File: src/rtl/bsg_miniblade_reset_sequencer.sv
// -----------------------------------------------------------------------------
// bsg_miniblade_reset_sequencer
//
// Sequences a reset request across els_p reset domains of a miniblade tile.
// The sequence is:
//   1. Wait for the router to drain (bounded by drain_timeout_p).
//   2. Assert every domain reset for at least hold_cycles_p cycles.
//   3. Release the domains one at a time, bit 0 first, stagger_cycles_p apart.
//
// Ports
//   clk_i        : core clock, the only clock
//   reset_i      : synchronous active-high reset; the block restarts in the
//                  hold phase, so leaving reset performs a full release
//   reset_req_i  : level reset request, already synchronized to clk_i
//   drain_idle_i : high when the router has no outstanding packets or credits
//   reset_o      : per-domain active-high resets, registered, thermometer coded
//   done_o       : high while idle, meaning all domains are out of reset
//   timeout_o    : one-cycle pulse when the drain wait expires
// -----------------------------------------------------------------------------
module bsg_miniblade_reset_sequencer #(
  parameter int els_p            = 2,
  parameter int hold_cycles_p    = 16,
  parameter int stagger_cycles_p = 4,
  parameter int drain_timeout_p  = 256
) (
  input  logic             clk_i,
  input  logic             reset_i,
  input  logic             reset_req_i,
  input  logic             drain_idle_i,
  output logic [els_p-1:0] reset_o,
  output logic             done_o,
  output logic             timeout_o
);

  // One counter serves all timed phases, so it is sized for the longest one.
  localparam int max_hs_lp     = (hold_cycles_p > stagger_cycles_p) ? hold_cycles_p : stagger_cycles_p;
  localparam int max_cycles_lp = (max_hs_lp > drain_timeout_p) ? max_hs_lp : drain_timeout_p;
  localparam int ctr_width_lp  = ((max_cycles_lp + 1) <= 1) ? 1 : $clog2(max_cycles_lp + 1);
  localparam int idx_width_lp  = (els_p <= 1) ? 1 : $clog2(els_p);

  localparam logic [ctr_width_lp-1:0] hold_last_lp    = ctr_width_lp'(hold_cycles_p - 1);
  localparam logic [ctr_width_lp-1:0] stagger_last_lp = ctr_width_lp'(stagger_cycles_p - 1);
  localparam logic [ctr_width_lp-1:0] drain_last_lp   = ctr_width_lp'(drain_timeout_p - 1);
  localparam logic [idx_width_lp-1:0] index_last_lp   = idx_width_lp'(els_p - 1);

  typedef enum logic [1:0] {
    IDLE    = 2'd0,
    DRAIN   = 2'd1,
    ASSERT  = 2'd2,
    RELEASE = 2'd3
  } state_e;

  state_e                  state_reg,   state_next;
  logic [ctr_width_lp-1:0] count_reg,   count_next;
  logic [idx_width_lp-1:0] index_reg,   index_next;
  logic [els_p-1:0]        reset_o_reg, reset_o_next;
  logic                    timeout_reg, timeout_next;

  // Reset vector after releasing domain index_reg. Lower bits are already
  // clear, so clearing only the indexed bit keeps the thermometer shape.
  logic [els_p-1:0] release_bits;

  genvar gi;
  generate
    for (gi = 0; gi < els_p; gi++) begin : g_release_bits
      assign release_bits[gi] = reset_o_reg[gi] & (index_reg != idx_width_lp'(gi));
    end
  endgenerate

  always_ff @(posedge clk_i) begin
    if (reset_i) begin
      state_reg   <= ASSERT;
      count_reg   <= '0;
      index_reg   <= '0;
      reset_o_reg <= '1;
      timeout_reg <= 1'b0;
    end else begin
      state_reg   <= state_next;
      count_reg   <= count_next;
      index_reg   <= index_next;
      reset_o_reg <= reset_o_next;
      timeout_reg <= timeout_next;
    end
  end

  always_comb begin
    state_next   = state_reg;
    count_next   = count_reg;
    index_next   = index_reg;
    reset_o_next = reset_o_reg;
    timeout_next = 1'b0;

    case (state_reg)
      IDLE: begin
        reset_o_next = '0;
        // The request is latched by the state change; dropping it in DRAIN
        // does not abort the sequence.
        if (reset_req_i) begin
          state_next = DRAIN;
          count_next = '0;
        end
      end

      DRAIN: begin
        if (drain_idle_i) begin
          state_next   = ASSERT;
          reset_o_next = '1;
          count_next   = '0;
        end else if (count_reg == drain_last_lp) begin
          state_next   = ASSERT;
          reset_o_next = '1;
          count_next   = '0;
          timeout_next = 1'b1;
        end else begin
          count_next = count_reg + ctr_width_lp'(1);
        end
      end

      ASSERT: begin
        reset_o_next = '1;
        // Counter saturates at the last hold cycle so a long request cannot
        // wrap it; release waits for the request to drop.
        if (count_reg == hold_last_lp) begin
          if (!reset_req_i) begin
            state_next = RELEASE;
            count_next = '0;
            index_next = '0;
          end
        end else begin
          count_next = count_reg + ctr_width_lp'(1);
        end
      end

      RELEASE: begin
        if (reset_req_i) begin
          // Domains are already partly in reset, so skip the drain wait.
          state_next   = ASSERT;
          reset_o_next = '1;
          count_next   = '0;
          index_next   = '0;
        end else if (count_reg == stagger_last_lp) begin
          reset_o_next = release_bits;
          count_next   = '0;
          if (index_reg == index_last_lp) begin
            state_next = IDLE;
            index_next = '0;
          end else begin
            index_next = index_reg + idx_width_lp'(1);
          end
        end else begin
          count_next = count_reg + ctr_width_lp'(1);
        end
      end

      default: begin
        state_next   = ASSERT;
        reset_o_next = '1;
        count_next   = '0;
        index_next   = '0;
      end
    endcase
  end

  assign reset_o   = reset_o_reg;
  assign timeout_o = timeout_reg;
  assign done_o    = (state_reg == IDLE);

endmodule

File: config.mk
export PLATFORM = sky130hd
export DESIGN_NAME = bsg_miniblade_reset_sequencer
export DESIGN_NICKNAME = d
export VERILOG_FILES = /design/src/rtl/bsg_miniblade_reset_sequencer.sv
export SDC_FILE = /design/constraint.sdc
export NUM_CORES = 1
export LEC_CHECK = 0
export BUFFER_PORTS_ARGS = -buffer_cell sky130_fd_sc_hd__buf_2
export CORE_ASPECT_RATIO = 0.9
export CORE_MARGIN = 8
export CORE_UTILIZATION = 43
export CTS_BUF_LIST = sky130_fd_sc_hd__clkbuf_8
export CTS_CLUSTER_DIAMETER = 40
export DETAILED_ROUTE_END_ITERATION = 8
export MAX_ROUTING_LAYER = met4
export PLACE_DENSITY = 0.6
export REMOVE_ABC_BUFFERS = 1
export SLEW_MARGIN = 15
export SYNTH_ARGS = -nofsm -noshare
export SYNTH_HDL_FRONTEND = slang
export SYNTH_SLANG_ARGS = --single-unit
File: constraint.sdc
create_clock -name clk_i -period 3.2 [get_ports clk_i]
set_input_delay 0.32 -clock clk_i [delete_from_list [all_inputs] [get_ports clk_i]]
set_output_delay 0.32 -clock clk_i [all_outputs]
set_load 0.02 [all_outputs]
# --- Word level (Yosys, flattened, before mapping) ---
# Index checks and enable logic that the tools add are counted.
totals:
  reg_bits: 15
  inputBits: 4
  output_inout_bits: 4
  word_cells: 60
op_classes:
  n_addsub: 2
  eq_ne: 13
  n_mux: 29
  bitwise_logic: 4
  reduce_logical: 7
op_table:
  columns: ["cell", "n"]
  rows:
  - ["2-to-1 mux 9 bit", 7]
  - ["one-hot mux 9 bit (4 select lines)", 1]
  - ["2-to-1 mux 2 bit", 12]
  - ["one-hot mux 2 bit (4 select lines)", 2]
  - ["!= test 3 bit (second input constant)", 4]
  - ["adder 9 x 1 -> 9 bit (second input constant)", 1]
  - ["== test 9 x 2 -> 1 bit (second input constant)", 1]
  - ["== test 9 x 4 -> 1 bit (second input constant)", 1]
  - ["== test 9 x 8 -> 1 bit (second input constant)", 1]
  - ["2-to-1 mux 1 bit", 6]
  - ["!= test 2 bit (second input constant)", 3]
  - ["AND reduction 6 bit", 1]
  - ["== test 2 bit (second input constant)", 2]
  - ["AND reduction 2 bit", 2]
  - ["AND reduction 4 bit", 1]
  - ["OR reduction 3 bit", 1]
  - ["AND 1 bit", 2]
  - ["== test 2 x 1 -> 1 bit (second input constant)", 1]
  - ["zero test 2 bit", 1]
  - ["inverter 1 bit", 2]
  - ["one-hot mux 1 bit (2 select lines)", 1]
  - ["nonzero test 2 bit", 1]
  - ["adder 1 bit (second input constant)", 1]

# --- Longest topological paths before layout ---
# Gate-level depths: netlist of run 1.
logic_depth:
  ltp_word: 5
  mapped_depth: 10
  depth_no_buf: 9

# --- Least setup slack after synthesis of run 1 ---
# Ideal clock, no wire load.
synth_path:
  path_type: "reg2reg"
  start: "register count_reg[0]"
  end: "register state_reg[1]"
  setup_ns: 0.132
  t_arrival_ns: 2.066
  setup_slack_ns: 1.003
  stages_incl_launch_ff: 11
  path_buffers: 1
  path_cell_list: "dfxtp_1 > ha_1 > clkbuf_1 > nand4_1 > inv_1 > ha_1 > nor3b_1 > a221o_1 > nor3_4 > a311oi_1 > a31oi_1"
synth_via:
  elab_chain_len: 3
  elab_cells_between_ends: 7
  classes_between: "eq/ne: 6; reduce/logical: 1"
synth_rtl:
  columns: ["item", "line", "text"]
  rows:
  - ["from (decl)", "54", "logic [ctr_width_lp-1:0] count_reg, count_next;"]
  - ["from (signal assigned)", "79", "count_reg <= count_next;"]
  - ["== test 9 x 8 -> 1 bit, or another cell as far along", "109", "end else if (count_reg == drain_last_lp) begin"]
  - ["!= test 3 bit (no line) / != test 2 bit (equally long branches)", null, null]
  - ["AND reduction 6 bit (no line) (*)", null, null]
  - ["to (signal assigned)", "78", "state_reg <= state_next;"]
  - ["to (decl)", "53", "state_e state_reg, state_next;"]
# Every way passes the cells marked *; elsewhere a longest branch is shown, timed or not.
# A chain may end at the register's enable or synchronous reset.

# --- Worst setup path in the final report of run 1 ---
# Ends and elaborated chain as after synthesis.

==> impl_metrics.py, run 1 <==
metrics = {
    "route": {
        "drtIter0Drc": 46,
        "vias": 937,
        "drt_wl_total_um": 2340,
        "drtPass1Iterations": 4,
        "ant_nets": 0,
        "wl_per_cell_um": 15.6,
        "drc": 0,
        "via_per_inst": 6.25,
    },
    "cts": {
        "root_buffer": "clkbuf_8",
        "cts_resized": 0,
        "worstSkewPairLatency_ns": 0.25,
        "cts_hold_buf": 0,
        "path_clk_slew_ns": 0.06,
        "cts_tree": "built",
        "htreeDepth": 1,
        "numCtsBuffers": 3,
        "cts_setup_buffers": 0,
        "clk_path_buf_depth": 2,
        "cts.sinks": 15,
    },
    "yosys": {
        "synth_flop_cell": "dfxtp_1",
        "synth_edf_count": 0,
        "synth_area_leaders": "dfxtp_1, ha_1, nor2_1, a31oi_1, inv_1",
        "yosysUniqueCellTypes": 44,
        "ys_warn_count": 0,
        "netlist_area_mm2": 0.00101,
        "postSynthAreaPerCell_um2": 8.49,
        "yosysTopAreaCellShare_pct": 29.7,
        "synth.ff_latch_count": 15,
        "synthCells": 119,
        "synth_area_leader_cell": "dfxtp_1",
        "synthArstFlopShare_pct": 0,
        "seq_area_frac_synth_pct": 29.7,
    },
    "placed_design": {
        "place.gp.congestion": 0.781,
        "port_buffers": 7,
        "dpl.hpwl_um": 1630,
        "place_ws_ns": 0.791,
    },
    "global_route": {
        "grt_max_degree": 12,
        "grtUsageTotal_pct": 12.8,
        "grt_pass1_vias": 826,
        "antenna_found_initial": 0,
        "gr-total-overflow": 0,
        "grt_pass1_wl_um": 3920,
    },
    "die": {
        "die_area_mm2": 0.00416,
        "ioPinCount": 8,
        "die_x_um": 67.1,
        "design.core.area_mm2": 0.00220,
        "rows": 16,
        "initial_core_util_pct": 45.9,
        "die_y_um": 62.0,
    },
    "setup_path": {
        "worst_path_max_delay_cell": "nor3b_1",
        "critical_path_class": "register to register",
        "cp.arrival_ns": 2.60,
        "start_kind": "register",
        "path_cells": "ha_1, nand4_1, inv_1, ha_1, nor3b_1, a221o_1, nor3_4, a311oi_1, a31oi_1",
        "worst_path_most_repeated_cell": "ha_1",
        "cp-end-kind": "register",
        "r2r_cells": 9,
        "max_stage_delay_ns": 0.60,
        "r2r_slack_ns": 0.72,
        "r2r-end": "state_reg[1]",
        "path_max_fanout": 9,
        "r2r_start": "count_reg[0]",
        "required_ns": 3.32,
    },
    "final_layout": {
        "nets": 135,
        "drive_gt1_share_pct": 11.4,
        "final_common_cell": "dfxtp_1",
        "diodes": 0,
        "final_cell_mix": "dfxtp_1, nor2_1, inv_1, ha_1, buf_2",
        "largest_reg_flops": 9,
        "final_util_pct": 49.8,
        "area_growth_pct": 8.55,
    },
    "worst_hold_path": {
        "hold_depth": 2,
        "holdPathEnd": "timeout_o",
        "hp-class": "input port to register",
        "hp-start": "drain_idle_i",
    },
    "sta": {
        "fin_crit_sh_pct": 77.4,
        "fin_crit_ns": 2.48,
        "skew_ns": 0.00433,
        "hold_violations": 0,
        "hold_slack_ns": 0.258,
        "worstMarginPinSlew_ns": 0.837,
        "fmax_mhz": 404,
        "setup_viol": 0,
        "worst_slack_ns": 0.722,
        "grt_setup_unrepaired": "no",
        "slew_headroom_pct": 44.1,
        "slew_violations": 0,
        "tns_ns": 0,
    },
    "power": {
        "power_density_mw_per_mm2": 632,
        "peakVddDrop_mv": 0.357,
        "p_leak_nw": 0.412,
        "p_total_mw": 0.693,
    },
    "run_status": {
        "status": "finished, final reports clean",
    },
    "flow_run": {
        "max-cap-violations": 0,
    },
}
-- cells in the mapped netlist, types with 2 or more instances --
cell type / n
dfxtp_1: 15
nor2_1: 14
ha_1: 7
inv_1: 7
clkbuf_1: 6
a21oi_1: 5
a31oi_1: 5
nand3_1: 5
nand2_1: 4
nand4_1: 3
o21ai_1: 3
xnor2_1: 3
a21o_1: 2
and4_1: 2
nand2b_1: 2
nand4b_1: 2
nor3b_1: 2
nor4_1: 2
o21a_1: 2
o21ai_0: 2
o21bai_1: 2
or4_1: 2
-- logic make-up (layout without fill, tap and decap cells) --
family	count (synthesis)	after routing	synth area share, %
compound gates	34	34	26.6
mux	1	1	0.991
fa+ha+maj	7	7	8.67
buf+inv	14	18	5.33
simple gates	45	45	26.0
flops	15	15	29.7
xor+xnor	3	3	2.60
-- layer usage --
layer / global-route usage, % / part of all wire [%] / vias to the layer above
met3: 4.48 / 6.5 / 6
met1: 16.2 / 49 / 446
met4: 4.17 / 1.3 / 0
met2: 18.5 / 44 / 27
li1: - / - / 458
met5: - / 0 / -
-- worst max path at each step --
stage | endpoint | from | cells past startpoint | slack [ns]
after floorplan | state_reg[1] | count_reg[0] | 9 | 1.08
after global placement | state_reg[1] | count_reg[0] | 9 | 0.95
after detailed placement | state_reg[1] | count_reg[0] | 9 | 0.79
after CTS | state_reg[1] | count_reg[0] | 9 | 0.74
after global routing | state_reg[1] | count_reg[0] | 9 | 0.56
final | state_reg[1] | count_reg[0] | 9 | 0.72
-- where the power goes --
part,total [mW],internal [mW],switching [mW]
sequential,0.252,0.215,0.0365
combinational,0.288,0.122,0.166
clock,0.153,0.0851,0.0680
total,0.693,0.423,0.270
-- worst max-delay path: cells and delay by family, from the launching register on --
family                   cells  cell delay [ns]
buffers and inverters        1             0.06
adder cells (fa/ha/maj)      2             0.51
AND/OR/NAND/NOR              3             0.84
AO/OA/AOI/OAI                3             0.59
flip-flops                   1             0.35
-- through the flow --
| stage | cells | instance area (µm²) |
|---|---|---|
| floorplan | 112 | 982 |
| global placement | 146 | 1050 |
| detailed placement | 146 | 1050 |
| CTS | 150 | 1100 |
| global route | 150 | 1100 |
| finish | 150 | 1100 |
-- cell type report --
type | count | area, µm²
Sequential cell | 15 | 300
Clock buffer | 3 | 41.3
Multi-Input combinational cell | 90 | 656
Inverter | 7 | 26.3
Fill cell | 234 | 1110
Tap cell | 27 | 33.8
Clock inverter | 1 | 3.75
Timing Repair Buffer | 7 | 35.0
Power figures use the tool's default switching activity.
==> run 2, diff against run 1 <==
--- a/config.mk
+++ b/config.mk
@@ -13,7 +13,7 @@
 export CTS_CLUSTER_DIAMETER = 40
 export DETAILED_ROUTE_END_ITERATION = 8
 export MAX_ROUTING_LAYER = met4
-export PLACE_DENSITY = 0.6
+export PLACE_DENSITY = 0.63
 export REMOVE_ABC_BUFFERS = 1
 export SLEW_MARGIN = 15
 export SYNTH_ARGS = -nofsm -noshare
==> constraint.sdc (replaced) <==
create_clock -name clk_i -period 2.17 [get_ports clk_i]
set_input_delay 0.217 -clock clk_i [delete_from_list [all_inputs] [get_ports clk_i]]
set_output_delay 0.217 -clock clk_i [all_outputs]
set_load 0.02 [all_outputs]
==> impl_metrics.py, run 2 (same netlist as run 1, synthesis figures left out) <==
metrics = {
    "setup_path": {
        "critical_path_class": "register to register",
        "path_buf_inv": 0,
        "cp-end-kind": "register",
        "cp_top_family": "compound AO/OA/AOI/OAI gates",
        "path_max_fanout": 6,
        "worst_path_max_delay_cell": "or4_4",
        "required_ns": 2.30,
        "r2r_start": "count_reg[8]",
        "cp.arrival_ns": 2.18,
        "crit_path_start": "count_reg[8]",
        "max_stage_delay_ns": 0.58,
        "path_cells": "or4_4, o41a_4, o31a_4, a31oi_1, mux2i_1",
        "start_kind": "register",
    },
    "die": {
        "die_area_mm2": 0.00416,
        "design.core.area_mm2": 0.00220,
        "initial_core_util_pct": 45.9,
        "ioPinCount": 8,
        "rows": 16,
        "die_x_um": 67.1,
        "die_y_um": 62.0,
    },
    "route": {
        "ant_nets": 0,
        "wl_per_cell_um": 14.7,
        "via_per_inst": 5.93,
        "drt_wl_total_um": 2340,
        "drtPass1Iterations": 4,
        "drc": 0,
        "drtIter0Drc": 73,
        "vias": 949,
    },
    "global_route": {
        "antenna_found_initial": 0,
        "grtUsageTotal_pct": 12.9,
        "grt_util_met1_pct": 16.1,
        "grt.met3_usage_pct": 4.30,
        "grt_pass1_wl_um": 3970,
        "grt_max_degree": 12,
        "met2_usage_pct": 19.8,
        "top_usage_layer": "met2",
        "grt_pass1_vias": 853,
        "gr-total-overflow": 0,
    },
    "final_layout": {
        "area_growth_pct": 18.2,
        "fillerInstances": 219,
        "final_cell_area_mm2": 0.00119,
        "diodes": 0,
        "final_cell_mix": "nor2_1, dfxtp_1, buf_4, inv_1",
        "final_cell_count_no_fill": 160,
        "nets": 145,
        "final_util_pct": 54.2,
        "drive_gt1_share_pct": 21.8,
        "largest_reg_flops": 9,
        "final_common_cell": "nor2_1",
    },
    "worst_hold_path": {
        "hp-class": "input port to register",
        "hp-start": "drain_idle_i",
    },
    "cts": {
        "cts_setup_buffers": 0,
        "cts.sinks": 15,
        "root_buffer": "clkbuf_8",
        "numCtsBuffers": 3,
        "htreeDepth": 1,
        "path_clk_slew_ns": 0.07,
        "cts_hold_buf": 0,
        "cts_tree": "built",
        "worstSkewPairLatency_ns": 0.25,
        "clk_path_buf_depth": 2,
    },
    "sta": {
        "grt_setup_unrepaired": "no",
        "slew_violations": 0,
        "skew_ns": 0.00327,
        "hold_violations": 0,
        "fin_crit_sh_pct": 94.5,
        "setup_viol": 0,
        "worstMarginPinSlew_ns": 0.512,
        "fmax_mhz": 488,
        "fin_crit_ns": 2.05,
        "slew_headroom_pct": 65.0,
    },
    "power": {
        "p_leak_nw": 0.469,
        "power_density_mw_per_mm2": 887,
        "seq_power_share_pct": 33.1,
        "p_comb_share_pct": 45.1,
        "peakVddDrop_mv": 0.535,
        "p_sw_mw": 0.409,
        "p_int_mw": 0.650,
        "clockPowerShare_pct": 21.8,
        "sw_frac_of_total_pct": 38.6,
    },
    "run_status": {
        "status": "finished, final reports clean",
    },
    "placed_design": {
        "dpl.hpwl_um": 1790,
        "port_buffers": 7,
        "place_inst": 156,
        "post_dp_cell_area_mm2": 0.00113,
        "place.gp.congestion": 0.812,
    },
    "flow_run": {
        "max-cap-violations": 0,
    },
}
==> run 2: changes by cell type in the layout (fill, tap and decap cells not counted), sizes merged <==
cell  change
buf      +10
==> run 2: metrics by stage <==
| step | power, mW | setup TNS (ns) | hold WS (ns) | setup slack (ns) |
|---|---|---|---|---|
| after global placement | 0.814 | -0.00335 | 0.411 | -0.00335 |
| final | 1.06 | 0 | 0.193 | 0.120 |
| after CTS | 1.06 | 0 | 0.162 | 0.0285 |
| after global routing | 1.13 | 0 | 0.186 | 0.00237 |
| after floorplan | 0.699 | 0 | 0.286 | 0.0453 |
| after detailed placement | 0.827 | -0.154 | 0.413 | -0.0823 |
==> run 2: repair_timing <==
action,in CTS,in global routing
gates resized for setup,3,3
pin swaps,0,1
setup endpoints to repair,4,2
==> run 2: final timing paths <==
| path | to | slack [ns] | depth (start not counted) |
|---|---|---|---|
| worst max-delay path | count_reg[2] | 0.12 | 5 |
| worst min-delay path | timeout_o | 0.19 | 2 |
| worst max register to register | count_reg[2] | 0.12 | 5 |
| worst min register to register | index_reg | 0.50 | 2 |
==> run 2: power groups by stage <==
stage | clock network [mW] | registers [mW] | logic (mW)
after global routing | 0.247 | 0.356 | 0.523
final | 0.231 | 0.351 | 0.478
after detailed placement | 0 | 0.357 | 0.470
after global placement | 0 | 0.354 | 0.460
after CTS | 0.233 | 0.351 | 0.473
after floorplan | 0 | 0.378 | 0.321
==> run 2: layer usage <==
layer  share of wire (%)  wire (µm)
met3                 7.7        181
met2                  45       1050
met1                  47       1100
met4                0.43         10
met5                   0          0
==> run 2: final cells by class <==
cell class	instances	area, µm²	share of cell area [%]
Timing Repair Buffer	17	110	9.22
Clock inverter	1	3.75	0.314
Clock buffer	3	41.3	3.46
Sequential cell	15	303	25.4
Tap cell	27	33.8	2.83
Multi-Input combinational cell	90	676	56.6
Inverter	7	26.3	2.20
==> run 3, diff against run 2 <==
==> constraint.sdc (replaced) <==
create_clock -name clk_i -period 1.7 [get_ports clk_i]
set_input_delay 0.17 -clock clk_i [delete_from_list [all_inputs] [get_ports clk_i]]
set_output_delay 0.17 -clock clk_i [all_outputs]
set_load 0.02 [all_outputs]
==> impl_metrics.py, run 3 (same netlist as run 1, synthesis figures left out) <==
metrics = {
    "die": {
        "die_y_um": 62.0,
        "die_x_um": 67.1,
        "die_area_mm2": 0.00416,
        "design.core.area_mm2": 0.00220,
        "rows": 16,
        "ioPinCount": 8,
        "initial_core_util_pct": 45.9,
    },
    "power": {
        "p_total_mw": 1.57,
        "peakVddDrop_mv": 1.08,
        "power_density_mw_per_mm2": 1090,
        "p_leak_nw": 0.597,
    },
    "final_layout": {
        "final_cell_count_no_fill": 185,
        "diodes": 0,
        "final_common_cell": "buf_4",
        "area_growth_pct": 42.9,
        "final_cell_mix": "buf_4, dfxtp_1, nor2_1, inv_1, buf_2",
        "drive_gt1_share_pct": 42.4,
        "nets": 170,
        "final_util_pct": 65.5,
        "largest_reg_flops": 9,
        "final_cell_area_mm2": 0.00144,
    },
    "route": {
        "drt_wl_total_um": 2790,
        "wl_met2_um": 1280,
        "wl_per_cell_um": 15.1,
        "drtPass1Iterations": 4,
        "vias": 1059,
        "top_layer": "met4",
        "drc": 0,
        "drt-met1-wl_um": 1330,
        "via_per_inst": 5.72,
        "ant_nets": 0,
        "drtIter0Drc": 50,
        "met3_length_um": 151,
    },
    "global_route": {
        "grt_pass1_vias": 1009,
        "antenna_found_initial": 0,
        "grtUsageTotal_pct": 15.1,
        "grt_max_degree": 12,
        "gr-total-overflow": 0,
        "grt_pass1_wl_um": 4640,
    },
    "sta": {
        "worstMarginPinSlew_ns": 0.530,
        "worst_slack_ns": -0.292,
        "setup_viol": 14,
        "grt_setup_unrepaired": "yes",
        "skew_ns": 0.00222,
        "fin_crit_ns": 1.99,
        "hold_violations": 0,
        "hold_slack_ns": 0.136,
        "fin_crit_sh_pct": 117,
        "fmax_mhz": 502,
        "slew_headroom_pct": 64.5,
        "slew_violations": 0,
    },
    "placed_design": {
        "place_inst": 178,
        "dpl.hpwl_um": 2010,
        "place.gp.congestion": 0.858,
        "post_dp_cell_area_mm2": 0.00129,
        "port_buffers": 7,
    },
    "setup_path": {
        "path_max_fanout": 6,
        "cp_top_family": "compound AO/OA/AOI/OAI gates",
        "path_buf_inv": 0,
        "crit_cells": 4,
        "crit_path_start": "count_reg[8]",
        "r2r_start": "count_reg[8]",
        "r2r-end": "count_reg[1]",
        "r2r_slack_ns": -0.29,
        "path_cells": "or4_4, o41a_4, o31a_4, a32o_1",
        "critical_path_class": "register to register",
        "worst_path_max_delay_cell": "or4_4",
        "start_kind": "register",
        "required_ns": 1.84,
        "r2r_cells": 4,
        "cp.arrival_ns": 2.13,
        "max_stage_delay_ns": 0.57,
        "cp-end-kind": "register",
        "cp-endpoint": "count_reg[1]",
    },
    "cts": {
        "htreeDepth": 1,
        "cts_tree": "built",
        "worstSkewPairLatency_ns": 0.25,
        "root_buffer": "clkbuf_8",
        "cts.sinks": 15,
        "numCtsBuffers": 3,
        "cts_hold_buf": 0,
        "path_clk_slew_ns": 0.06,
        "clk_path_buf_depth": 2,
    },
    "worst_hold_path": {
        "hp-start": "drain_idle_i",
        "hp-class": "input port to register",
    },
    "run_status": {
        "status": "complete, but fails checks",
        "violations": "setup timing",
    },
    "flow_run": {
        "max-cap-violations": 0,
    },
}
==> run 3: worst min-delay path by stage <==
stage | to | slack (ns) | cells past startpoint
after floorplan | index_reg | 0.24 | 1
after global placement | timeout_o | 0.36 | 2
after detailed placement | timeout_o | 0.36 | 2
after CTS | timeout_o | 0.13 | 2
after global routing | timeout_o | 0.14 | 2
final | timeout_o | 0.14 | 2
==> run 3: per-layer routing <==
layer,vias up,global-route usage [%]
li1,525,-
met1,504,18.6
met2,26,23.6
met3,4,4.66
met4,0,3.87
met5,-,-
==> run 3: power by group <==
part / switching (mW) / internal (mW)
combinational: 0.418 / 0.413
clock: 0.132 / 0.160
sequential: 0.0416 / 0.405
total: 0.591 / 0.978
==> run 3: stage by stage <==
stage               setup slack (ns)  TNS (ns)
CTS                           -0.321     -3.06
global route                  -0.405     -4.50
floorplan                     -0.425     -3.89
detailed placement            -0.402     -4.54
global placement              -0.375     -4.28
finish                        -0.292     -3.08
==> run 3: final cells by class <==
type,count,area [µm²]
multi-input combinational,90,732
fill,189,759
clock buffer,3,41.3
tap,27,33.8
timing repair buffer,42,302
clock inverter,1,3.75
inverter,7,26.3
sequential,15,304
==> run 3: timing repair <==
item,in CTS,in global routing
resized for setup,15,7
pin swaps,12,11
setup buffers,3,0
endpoints found under the setup margin,14,14
==> run 3: worst register-to-register path, cell delays in order (launching register included) <==
cell,delay (ns)
dfxtp_2,0.32
or4_4,0.57
o41a_4,0.43
o31a_4,0.33
a32o_1,0.25
